--- src/rtl/dpram_burst_reader.sv ---
// Burst read engine for a dpram_2p read port: issues sequential reads, absorbs the RAM
// read latency and returns words in address order on a valid/ready stream.
module dpram_burst_reader #(
    parameter int ADDR_WIDTH = 6,
    parameter int DATA_WIDTH = 32,
    parameter int LEN_WIDTH  = ADDR_WIDTH + 1,
    parameter int RD_LATENCY = 2,
    parameter int SKID_DEPTH = 4
) (
    input  logic                  clk,
    input  logic                  rst_n,
    input  logic                  start,
    input  logic [ADDR_WIDTH-1:0] base_addr,
    input  logic [LEN_WIDTH-1:0]  length,
    output logic                  busy,
    output logic                  done,
    output logic                  rdreq,
    output logic [ADDR_WIDTH-1:0] rdaddr,
    input  logic [DATA_WIDTH-1:0] q,
    output logic [DATA_WIDTH-1:0] m_data,
    output logic                  m_valid,
    input  logic                  m_ready,
    output logic [1:0]            dbg_state
);

    localparam logic [1:0] IDLE  = 2'd0;
    localparam logic [1:0] RUN   = 2'd1;
    localparam logic [1:0] DRAIN = 2'd2;

    localparam int PW = (SKID_DEPTH > 1) ? $clog2(SKID_DEPTH) : 1;
    localparam int CW = $clog2(SKID_DEPTH + RD_LATENCY + 2) + 1;

    // Stream handshake: a word moves on any edge where m_valid & m_ready; m_valid never
    // drops and m_data never changes while the consumer stalls.

    logic [1:0]            state;
    logic [ADDR_WIDTH-1:0] base_r;
    logic [LEN_WIDTH-1:0]  len_r;
    logic [LEN_WIDTH-1:0]  issued;
    logic [LEN_WIDTH-1:0]  accepted;
    logic [RD_LATENCY-1:0] tag;
    logic [DATA_WIDTH-1:0] skid [SKID_DEPTH];
    logic [PW-1:0]         wr_ptr;
    logic [PW-1:0]         rd_ptr;
    logic [CW-1:0]         count;
    logic [CW-1:0]         in_use;
    logic                  push;
    logic                  pop;
    logic                  credit;
    logic                  issue;

    assign push      = tag[RD_LATENCY-1];
    assign m_valid   = (count != '0);
    assign pop       = m_valid & m_ready;
    assign m_data    = skid[rd_ptr];
    assign busy      = (state != IDLE);
    assign dbg_state = state;

    // Every word already requested, in the RAM pipe or buffered, holds one buffer slot.
    always_comb begin
        in_use = count + CW'(rdreq) - CW'(pop);
        for (int i = 0; i < RD_LATENCY; i++) begin
            in_use = in_use + CW'(tag[i]);
        end
        credit = (in_use < CW'(SKID_DEPTH));
    end

    always_comb begin
        issue = 1'b0;
        if (state == IDLE) begin
            issue = start && (length != '0) && credit;
        end else if (state == RUN) begin
            issue = (issued != len_r) && credit;
        end
    end

    always_ff @(posedge clk or negedge rst_n) begin
        if (!rst_n) begin
            state    <= IDLE;
            done     <= 1'b0;
            rdreq    <= 1'b0;
            rdaddr   <= '0;
            base_r   <= '0;
            len_r    <= '0;
            issued   <= '0;
            accepted <= '0;
        end else begin
            done  <= 1'b0;
            rdreq <= issue;
            if (pop) begin
                accepted <= accepted + LEN_WIDTH'(1);
            end
            if (issue) begin
                rdaddr <= (state == IDLE) ? base_addr : base_r + issued[ADDR_WIDTH-1:0];
            end
            case (state)
                IDLE: begin
                    if (start) begin
                        if (length == '0) begin
                            done <= 1'b1;
                        end else begin
                            state    <= RUN;
                            base_r   <= base_addr;
                            len_r    <= length;
                            accepted <= '0;
                            issued   <= issue ? LEN_WIDTH'(1) : '0;
                        end
                    end
                end
                RUN: begin
                    if (issue) begin
                        issued <= issued + LEN_WIDTH'(1);
                    end else if (issued == len_r) begin
                        state <= DRAIN;
                    end
                end
                DRAIN: begin
                    if (pop && (accepted == len_r - LEN_WIDTH'(1))) begin
                        state <= IDLE;
                        done  <= 1'b1;
                    end
                end
                default: state <= IDLE;
            endcase
        end
    end

    always_ff @(posedge clk or negedge rst_n) begin
        if (!rst_n) begin
            tag    <= '0;
            wr_ptr <= '0;
            rd_ptr <= '0;
            count  <= '0;
            for (int i = 0; i < SKID_DEPTH; i++) begin
                skid[i] <= '0;
            end
        end else begin
            tag[0] <= rdreq;
            for (int i = 1; i < RD_LATENCY; i++) begin
                tag[i] <= tag[i-1];
            end
            if (push) begin
                skid[wr_ptr] <= q;
                wr_ptr       <= (wr_ptr == PW'(SKID_DEPTH - 1)) ? '0 : wr_ptr + PW'(1);
            end
            if (pop) begin
                rd_ptr <= (rd_ptr == PW'(SKID_DEPTH - 1)) ? '0 : rd_ptr + PW'(1);
            end
            case ({push, pop})
                2'b10:   count <= count + CW'(1);
                2'b01:   count <= count - CW'(1);
                default: count <= count;
            endcase
        end
    end

    a_no_overflow: assert property (@(posedge clk) disable iff (!rst_n)
        !(push && !pop && (count == CW'(SKID_DEPTH))));

endmodule

--- config.mk ---
export PLATFORM = sky130hd
export DESIGN_NAME = dpram_burst_reader
export DESIGN_NICKNAME = d
export VERILOG_FILES = /design/src/rtl/dpram_burst_reader.sv
export SDC_FILE = /design/constraint.sdc
export NUM_CORES = 1
export LEC_CHECK = 0
export BUFFER_PORTS_ARGS = -buffer_cell sky130_fd_sc_hd__buf_2
export CAP_MARGIN = 20
export CORE_ASPECT_RATIO = 1.75
export CORE_MARGIN = 2
export CORE_UTILIZATION = 53
export DETAILED_ROUTE_END_ITERATION = 10
export PLACE_DENSITY_LB_ADDON = 0.25
export SKIP_CTS_REPAIR_TIMING = 1
export SLEW_MARGIN = 0
export SYNTH_ARGS = -nofsm -noshare
export SYNTH_HDL_FRONTEND = slang
export SYNTH_SLANG_ARGS = --single-unit
export TNS_END_PERCENT = 10
--- constraint.sdc ---
create_clock -name clk -period 4.6 [get_ports clk]
set_clock_uncertainty 0.2 [all_clocks]
set_input_delay 0.46 -clock clk [delete_from_list [all_inputs] [get_ports clk]]
set_output_delay 0.46 -clock clk [all_outputs]
set_load 0.005 [all_outputs]
### After elaboration in Yosys (flattened, before gate mapping)

Cells that the tools add are included.

* multiplexer cells: 31
* reductions and logical operators: 15
* $lt $le $gt $ge: 4
* add/subtract/negate cells: 12
* bitwise logic cells: 4
* eq/ne operators: 15

Operators by type and width (number)
* 128-bit bitwise mux: 1
* 32-bit 2-to-1 mux: 3
* 32-bit binary-select mux with 2-bit select: 1
* 32-bit demux with 2-bit select: 1
* 7-bit 2-to-1 mux: 7
* 7-bit by 1-bit adder with 7-bit output (second input constant): 2
* 7-bit == test: 2
* 2-bit 2-to-1 mux: 7
* 7-bit case mux with 2 select lines: 1
* 4-bit by 1-bit adder with 4-bit output: 3
* 2-bit != test (second input constant): 5
* 2-bit == test (second input constant): 4
* 4-bit case mux with 2 select lines: 1
* 7-bit zero test: 1
* 7-bit != test: 1
* 7-bit nonzero test: 1
* 7-bit by 1-bit subtractor with 7-bit output (second input constant): 1
* 6-bit adder: 1
* 3-bit >= comparator (second input constant): 2
* 1-bit 2-to-1 mux: 6
* 6-bit 2-to-1 mux: 1
* 2-bit NOT with 3-bit output: 2
* 2-bit case mux with 3 select lines: 1
* 2-bit nonzero test: 3
* other kinds (17): 23

* bits of input ports: 49
* output and inout bits: 44
* bits in registers: 175
* word-level logic and storage cells: 97

### Logic depth before layout (Yosys ltp)

Gate-level depths: netlist of run 1.

* depth in word-level cells: 13
* gate-level depth with buffers: 16
* mapped depth without buffers: 15

### Least setup slack after synthesis of run 1

No wires, ideal clock.

* kind: register -> register
* from: register count[2]
* to: register issued[2]
* data arrival time: 3.247 ns
* setup time: 0.126 ns
* path slack: 1.027 ns
* period minus slack after synthesis: 3.573 ns
* stages on the path, launching flop included: 17
* data required time: 4.274 ns
* path through: dfrtp_1 -> inv_1 -> ha_1 -> nand3_1 -> nand2_1 -> clkinv_1 -> ha_1 -> inv_1 -> fa_1 -> ha_1 -> a31oi_4 -> mux2_1 -> a22oi_2 -> or2_1 -> buf_6 -> nor3b_1 -> a221o_1

* word-level cells in the longest chain between the ends: 11

Ends and longest elaborated chain
* from (decl): line 45 `logic [CW-1:0] count;`
* from (signal assigned): line 150 `2'b10: count <= count + CW'(1);`
* from (signal assigned): line 151 `2'b01: count <= count - CW'(1);`
* from (signal assigned): line 152 `default: count <= count;`
* 4-bit nonzero test *: line 53 `assign m_valid = (count != '0);`
* net m_valid: line 21 `output logic m_valid,`
* 1-bit bitwise AND *: line 54 `assign pop = m_valid & m_ready;`
* 4-bit by 1-bit subtractor with 4-bit output *: line 61 `in_use = count + CW'(rdreq) - CW'(pop);`
* 4-bit by 1-bit adder with 4-bit output * (2 in a row): line 63 `in_use = in_use + CW'(tag[i]);`
* 4-bit by 3-bit < comparator with 1-bit output *: line 65 `credit = (in_use < CW'(SKID_DEPTH));`
* 1-bit logical AND: line 73 `issue = (issued != len_r) && credit;`
* 1-bit 2-to-1 mux: line 72 `end else if (state == RUN) begin`
* 1-bit 2-to-1 mux *: line 70 `if (state == IDLE) begin`
* 2-bit != test (no line) *
* 4-bit AND reduction (no line) *
* to (signal assigned): line 106 `issued <= issue ? LEN_WIDTH'(1) : '0;`
* to (signal assigned): line 112 `issued <= issued + LEN_WIDTH'(1);`
* to (decl): line 39 `logic [LEN_WIDTH-1:0] issued;`

The timed path passes the listed nets; every way through them passes the cells marked *.
A chain may end at the register's enable or synchronous reset.

### Final worst setup path of run 1

* from: register count[2]
* to: register issued[2]

* word-level cells in the longest chain between the ends: 11

Ends and longest elaborated chain (line)
* parallel branches: the longest is 2 deep, another holds 4-bit by 1-bit adder with 4-bit output
* 4-bit by 1-bit subtractor with 4-bit output *: 61
* 4-bit by 1-bit adder with 4-bit output * (2 in a row): 63
* 4-bit by 3-bit < comparator with 1-bit output *: 65
* 1-bit logical AND: 73
* 1-bit 2-to-1 mux: 72
* 1-bit 2-to-1 mux *: 70
* 2-bit != test (no line) *
* 4-bit AND reduction (no line) *

Mark *: on every way between the ends.

==> flow_metrics.env, run 1 <==
export IMPL_status="finished, final reports clean"
export IMPL_clock_sinks=175
export IMPL_clk_pin_slew_ns=0.07
export IMPL_fp_dieArea_mm2=0.0168
export IMPL_yosys_cell_count_top_type="dfrtp_1"
export IMPL_async_flop_share_pct=100
export IMPL_drv_slew=0
export IMPL_syn_nets=692
export IMPL_cts_max_level=4
export IMPL_grt_setup_unrepaired="false"
export IMPL_synth_ff_type="dfrtp_1"
export IMPL_finalWirelength_mm=17.0
export IMPL_grt_pass1_vias=5771
export IMPL_grt_max_degree=116
export IMPL_grt_total_usage_pct=21.4
export IMPL_startpoint_type="register"
export IMPL_whs_ns=0.0412
export IMPL_drtAntennaViolNets=0
export IMPL_crit_required_ns=4.71
export IMPL_area_growth_pct=15.0
export IMPL_max_freq_mhz=253
export IMPL_die_x_um=98.9
export IMPL_die_y_um=170
export IMPL_worst_slack_ns=0.653
export IMPL_yosysTopAreaCell="dfrtp_1"
export IMPL_ir_drop_uv=392
export IMPL_hold_viol_final=0
export IMPL_via_count=5209
export IMPL_place_congestion=0.796
export IMPL_hpwlAfterDp_mm=11.6
export IMPL_synth_top_area_share_pct=52.5
export IMPL_r2r_start="count[2]"
export IMPL_synthTopCellsByArea="dfrtp_1 (52%), mux2_2 (17%), mux4_2 (8.6%)"
export IMPL_syn_instance_count=618
export IMPL_hold_path_class="primary input to register"
export IMPL_grt_pass1_wl_mm=28.3
export IMPL_seq_area_frac_synth_pct=52.5
export IMPL_via_per_inst=5.78
export IMPL_synth_cell_type_count=50
export IMPL_crit_arrival_ns=4.05
export IMPL_rows=60
export IMPL_antenna_found_initial=0
export IMPL_gr_total_overflow=0
export IMPL_drive_above_1_share_pct=42.2
export IMPL_cts_tree="built"
export IMPL_dp_cells=867
export IMPL_diodes=0
export IMPL_stdcell_count=901
export IMPL_cts_root_buf="clkbuf_16"
export IMPL_dp_slack_ns=0.623
export IMPL_power_density_mw_per_mm2=730
export IMPL_synth_common_cells="dfrtp_1 (175), mux2_2 (129), nand2_1 (59)"
export IMPL_synth_avg_cell_area_um2=13.5
export IMPL_worstHoldStart="base_addr[3]"
export IMPL_tns_ns=0
export IMPL_io_pins=93
export IMPL_cts_buffers=17
export IMPL_initial_core_util_pct=54.2
export IMPL_total_power_w=0.00700
export IMPL_setup_worst_path_start="count[2]"
export IMPL_synth_edf_count=0
export IMPL_critical_path_class="register to register"
export IMPL_finalSetupViolCount=0
export IMPL_period_share_pct=85.8
export IMPL_p_leak_nw=4.31
export IMPL_maxCapViolCount=0
export IMPL_core_mm2=0.0154
export IMPL_ys_seq_elements=175
export IMPL_post_drt_wl_per_cell_um=18.9
export IMPL_cts_buffer_depth=2
export IMPL_yosysWarnings=0
export IMPL_syn_area_mm2=0.00834
export IMPL_worst_slew_pin_slew_ns=1.04
export IMPL_first_iter_violations=180
export IMPL_finalCriticalPeriod_ns=3.95
export IMPL_crit_fanout=8
export IMPL_drc=0
export IMPL_cp_end_kind="register"
export IMPL_clk_insertion_delay_late_ns=0.42
export IMPL_relSlewSlack_pct=30.7
export IMPL_fin_nets=777
export IMPL_portBuffers=92
export IMPL_dr_pass1_iters=4
[area by class of cell]
class	instances	area, um2
multi-input combinational	391	3740
clock buffer	18	439
inverter	20	75.1
sequential	175	4380
clock inverter	13	179
timing repair buffer	98	547
fill	1164	5800
tap	186	233
[kinds of logic after synthesis]
| logic type | Yosys count | share of synthesized area (%) |
|---|---|---|
| compound gates | 53 | 4.17 |
| buf+inv | 52 | 2.82 |
| fa+ha+maj | 25 | 4.02 |
| xor+xnor | 30 | 3.24 |
| flops | 175 | 52.5 |
| simple gates | 118 | 6.73 |
| mux | 165 | 26.5 |
[flip-flops by register name, summed over array words and instances, names as in the netlist]
signal     count
issued         7
rd_ptr         2
done           1
accepted       7
skid         128
tag            2
count          4
rdreq          1
rdaddr         6
base_r         6
len_r          7
wr_ptr         2
dbg_state      2
[per-layer routing]
layer  part of all wire [%]  up-vias  global-route usage [%]
met5                      0        -                       0
met2                     58       94                    41.0
met3                    2.5       15                    3.12
met4                    1.2        0                    6.43
li1                       -     2370                       -
met1                     38     2730                    24.1
[path summary, 6_finish.rpt]
path / to / cells past startpoint / slack (ns)
max: issued[2] / 15 / 0.65
min: base_r[3] / 3 / 0.04
max reg2reg: issued[2] / 15 / 0.65
min reg2reg: tag[1] / 0 / 0.19
max in group asynchronous: len_r[6] / 4 / 2.78
min in group asynchronous: skid[102] / 2 / 0.22
[critical path, stage by stage (launching register included)]
cell and delay, ns:
dfrtp_1 0.40, inv_1 0.10, ha_1 0.16, nand3_1 0.11
nand2_1 0.20, clkinv_1 0.28, ha_1 0.36, inv_1 0.04
fa_1 0.36, ha_1 0.31, a31oi_4 0.16, mux2_1 0.34
a22oi_2 0.20, or2_1 0.26, nor3b_1 0.08, a221o_1 0.26
[through the flow]
step           area, um2  util (%)
2_1_floorplan       8340         -
3_3_place_gp        8920      58.0
3_5_place_dp        8920      58.0
4_1_cts             9540      62.0
5_1_grt             9590      62.3
6_report            9590      62.3
[report_power, final]
group          internal (W)  switching [W]
logic               0.00156        0.00111
clock network      0.000879       0.000619
registers           0.00227       0.000559
[placed cells by master, fill, tap and decap left out, types with 4 or more instances in the layout]
master     count
dfrtp_1      173
nor2_1        15
ha_1          22
nand2_1       55
xor2_1        10
nor3_1         7
inv_1         19
nand4_1        4
clkbuf_16     17
or3_1          6
nand3_1        6
mux2_2       129
a21oi_1       16
inv_6          4
xnor2_1       19
a21o_1         5
mux4_2        32
o21ai_0       21
nand2_2        4
buf_2         91
(Power assumes the default switching activity.)
==> run 2: changes to the inputs <==
==> constraint.sdc (replaced) <==
create_clock -name clk -period 4.6 [get_ports clk]
set_clock_uncertainty 0.2 [all_clocks]
set_input_delay 0.69 -clock clk [delete_from_list [all_inputs] [get_ports clk]]
set_output_delay 0.69 -clock clk [all_outputs]
set_load 0.005 [all_outputs]
==> flow_metrics.env, run 2 (synthesis gave the netlist of run 1 again) <==
export IMPL_status="finished, final reports clean"
export IMPL_ir_drop_uv=404
export IMPL_die_y_um=170
export IMPL_final_common_cell="dfrtp_1"
export IMPL_crit_chain="inv_1 > ha_1 > nand3_1 > nand2_1 > clkinv_1 > ha_1 > inv_1 > fa_1 > ha_1 > a31oi_4 > mux2_1 > a22oi_2 > or2_1 > and2_4 > mux2i_1"
export IMPL_critical_path_class="register to register"
export IMPL_layout_common_cells="dfrtp_1 (173), mux2_2 (129), buf_2 (91)"
export IMPL_crit_arrival_ns=4.09
export IMPL_cts_buffer_depth=2
export IMPL_drive_above_1_share_pct=42.2
export IMPL_path_buf_inv=3
export IMPL_via_count=5154
export IMPL_wl_met3_um=523
export IMPL_finalWirelength_mm=17.1
export IMPL_hold_path_class="primary input to asynchronous set/reset pin"
export IMPL_portBuffers=92
export IMPL_hpwlAfterDp_mm=11.6
export IMPL_critical_path_max_stage_delay_ns=0.40
export IMPL_whs_ns=0.0311
export IMPL_crit_required_ns=4.74
export IMPL_drtAntennaViolNets=0
export IMPL_cts_root_buf="clkbuf_16"
export IMPL_die_x_um=98.9
export IMPL_fin_nets=774
export IMPL_via_per_inst=5.73
export IMPL_fp_dieArea_mm2=0.0168
export IMPL_worst_slew_pin_slew_ns=1.05
export IMPL_grt_total_usage_pct=21.5
export IMPL_diodes=0
export IMPL_cts_max_level=4
export IMPL_dr_pass1_iters=4
export IMPL_hold_viol_final=0
export IMPL_io_pins=93
export IMPL_period_share_pct=85.9
export IMPL_top_register="skid"
export IMPL_grt_pass1_vias=5762
export IMPL_maxCapViolCount=0
export IMPL_wl_met2_mm=9.80
export IMPL_cts_buffers=17
export IMPL_p_leak_nw=4.27
export IMPL_cpMostUsedCell="ha_1"
export IMPL_cts_tree="built"
export IMPL_wl_met1_mm=6.56
export IMPL_grt_max_degree=113
export IMPL_clk_pin_slew_ns=0.07
export IMPL_finalSetupViolCount=0
export IMPL_clk_insertion_delay_late_ns=0.42
export IMPL_clock_sinks=175
export IMPL_tns_ns=0
export IMPL_grt_setup_unrepaired="false"
export IMPL_crit_fanout=8
export IMPL_drc=0
export IMPL_path_delay_family="adder cells"
export IMPL_grt_pass1_wl_mm=28.7
export IMPL_first_iter_violations=137
export IMPL_startpoint_type="register"
export IMPL_drv_slew=0
export IMPL_rows=60
export IMPL_area_growth_pct=14.2
export IMPL_post_drt_wl_per_cell_um=19.0
export IMPL_relSlewSlack_pct=29.9
export IMPL_antenna_found_initial=0
export IMPL_cp_end_kind="register"
export IMPL_largest_register_ffs=128
export IMPL_place_congestion=0.814
export IMPL_power_density_mw_per_mm2=723
export IMPL_finalCriticalPeriod_ns=3.95
export IMPL_initial_core_util_pct=54.2
export IMPL_core_mm2=0.0154
export IMPL_max_freq_mhz=253
export IMPL_top_layer="met4"
export IMPL_n_fill_cell=1187
export IMPL_cpMaxStageDelayCell="dfrtp_1"
export IMPL_gr_total_overflow=0
[run 2: cell types whose count changed in the layout (fill, tap and decap cells not counted)]
cell | before | now
buf_4 | 3 | 1
clkinv_4 | 2 | 1
clkinvlp_4 | 2 | 3
inv_8 | 0 | 1
bufinv_16 | 3 | 1
clkbuf_8 | 1 | 0
dlygate4sd3_1 | 1 | 0
inv_6 | 4 | 6
clkinv_2 | 1 | 2
[run 2: path summary, 6_finish.rpt]
| check | to | cells past startpoint | slack (ns) | startpoint |
|---|---|---|---|---|
| setup / recovery | issued[1] | 15 | 0.65 | count[2] |
| hold / removal | skid[70] | 1 | 0.03 | rst_n |
| setup reg to reg | issued[1] | 15 | 0.65 | count[2] |
| hold reg to reg | tag[1] | 0 | 0.19 | tag[0] |
| max in group asynchronous | skid[26] | 2 | 3.40 | rst_n |
| min in group clk | tag[1] | 0 | 0.19 | tag[0] |
[run 2: layout make-up]
class | count | area [um2] | area share [%]
sequential | 175 | 4380 | 46.0
multi-input combinational | 391 | 3740 | 39.3
timing repair buffer | 95 | 522 | 5.48
clock buffer | 17 | 425 | 4.46
tap | 186 | 233 | 2.44
clock inverter | 15 | 151 | 1.59
inverter | 20 | 75.1 | 0.788
[run 2: where the power goes]
part / switching (W) / internal (W) / leakage [nW]
registers: 0.000556 / 0.00227 / 2.09
clock network: 0.000640 / 0.000763 / 0.276
logic: 0.00111 / 0.00154 / 1.91
total: 0.00231 / 0.00458 / 4.27
[run 2: through the flow]
step | worst slack [ns] | std cells | utilization, % | area (um2) | power, W
global placement | 0.728 | 866 | 58.0 | 8920 | 0.00534
finish | 0.648 | 899 | 61.9 | 9530 | 0.00689
floorplan | 1.03 | 618 | - | 8340 | 0.00468
CTS | 0.602 | 898 | 61.7 | 9500 | 0.00696
global route | 0.285 | 899 | 61.9 | 9530 | 0.00736
detailed placement | 0.587 | 866 | 58.0 | 8920 | 0.00555
[run 2: metal layers]
layer | up-vias | GRT usage, %
li1 | 2376 | -
met1 | 2669 | 24.4
met2 | 87 | 40.4
met3 | 22 | 4.15
met4 | 0 | 6.25
met5 | - | 0
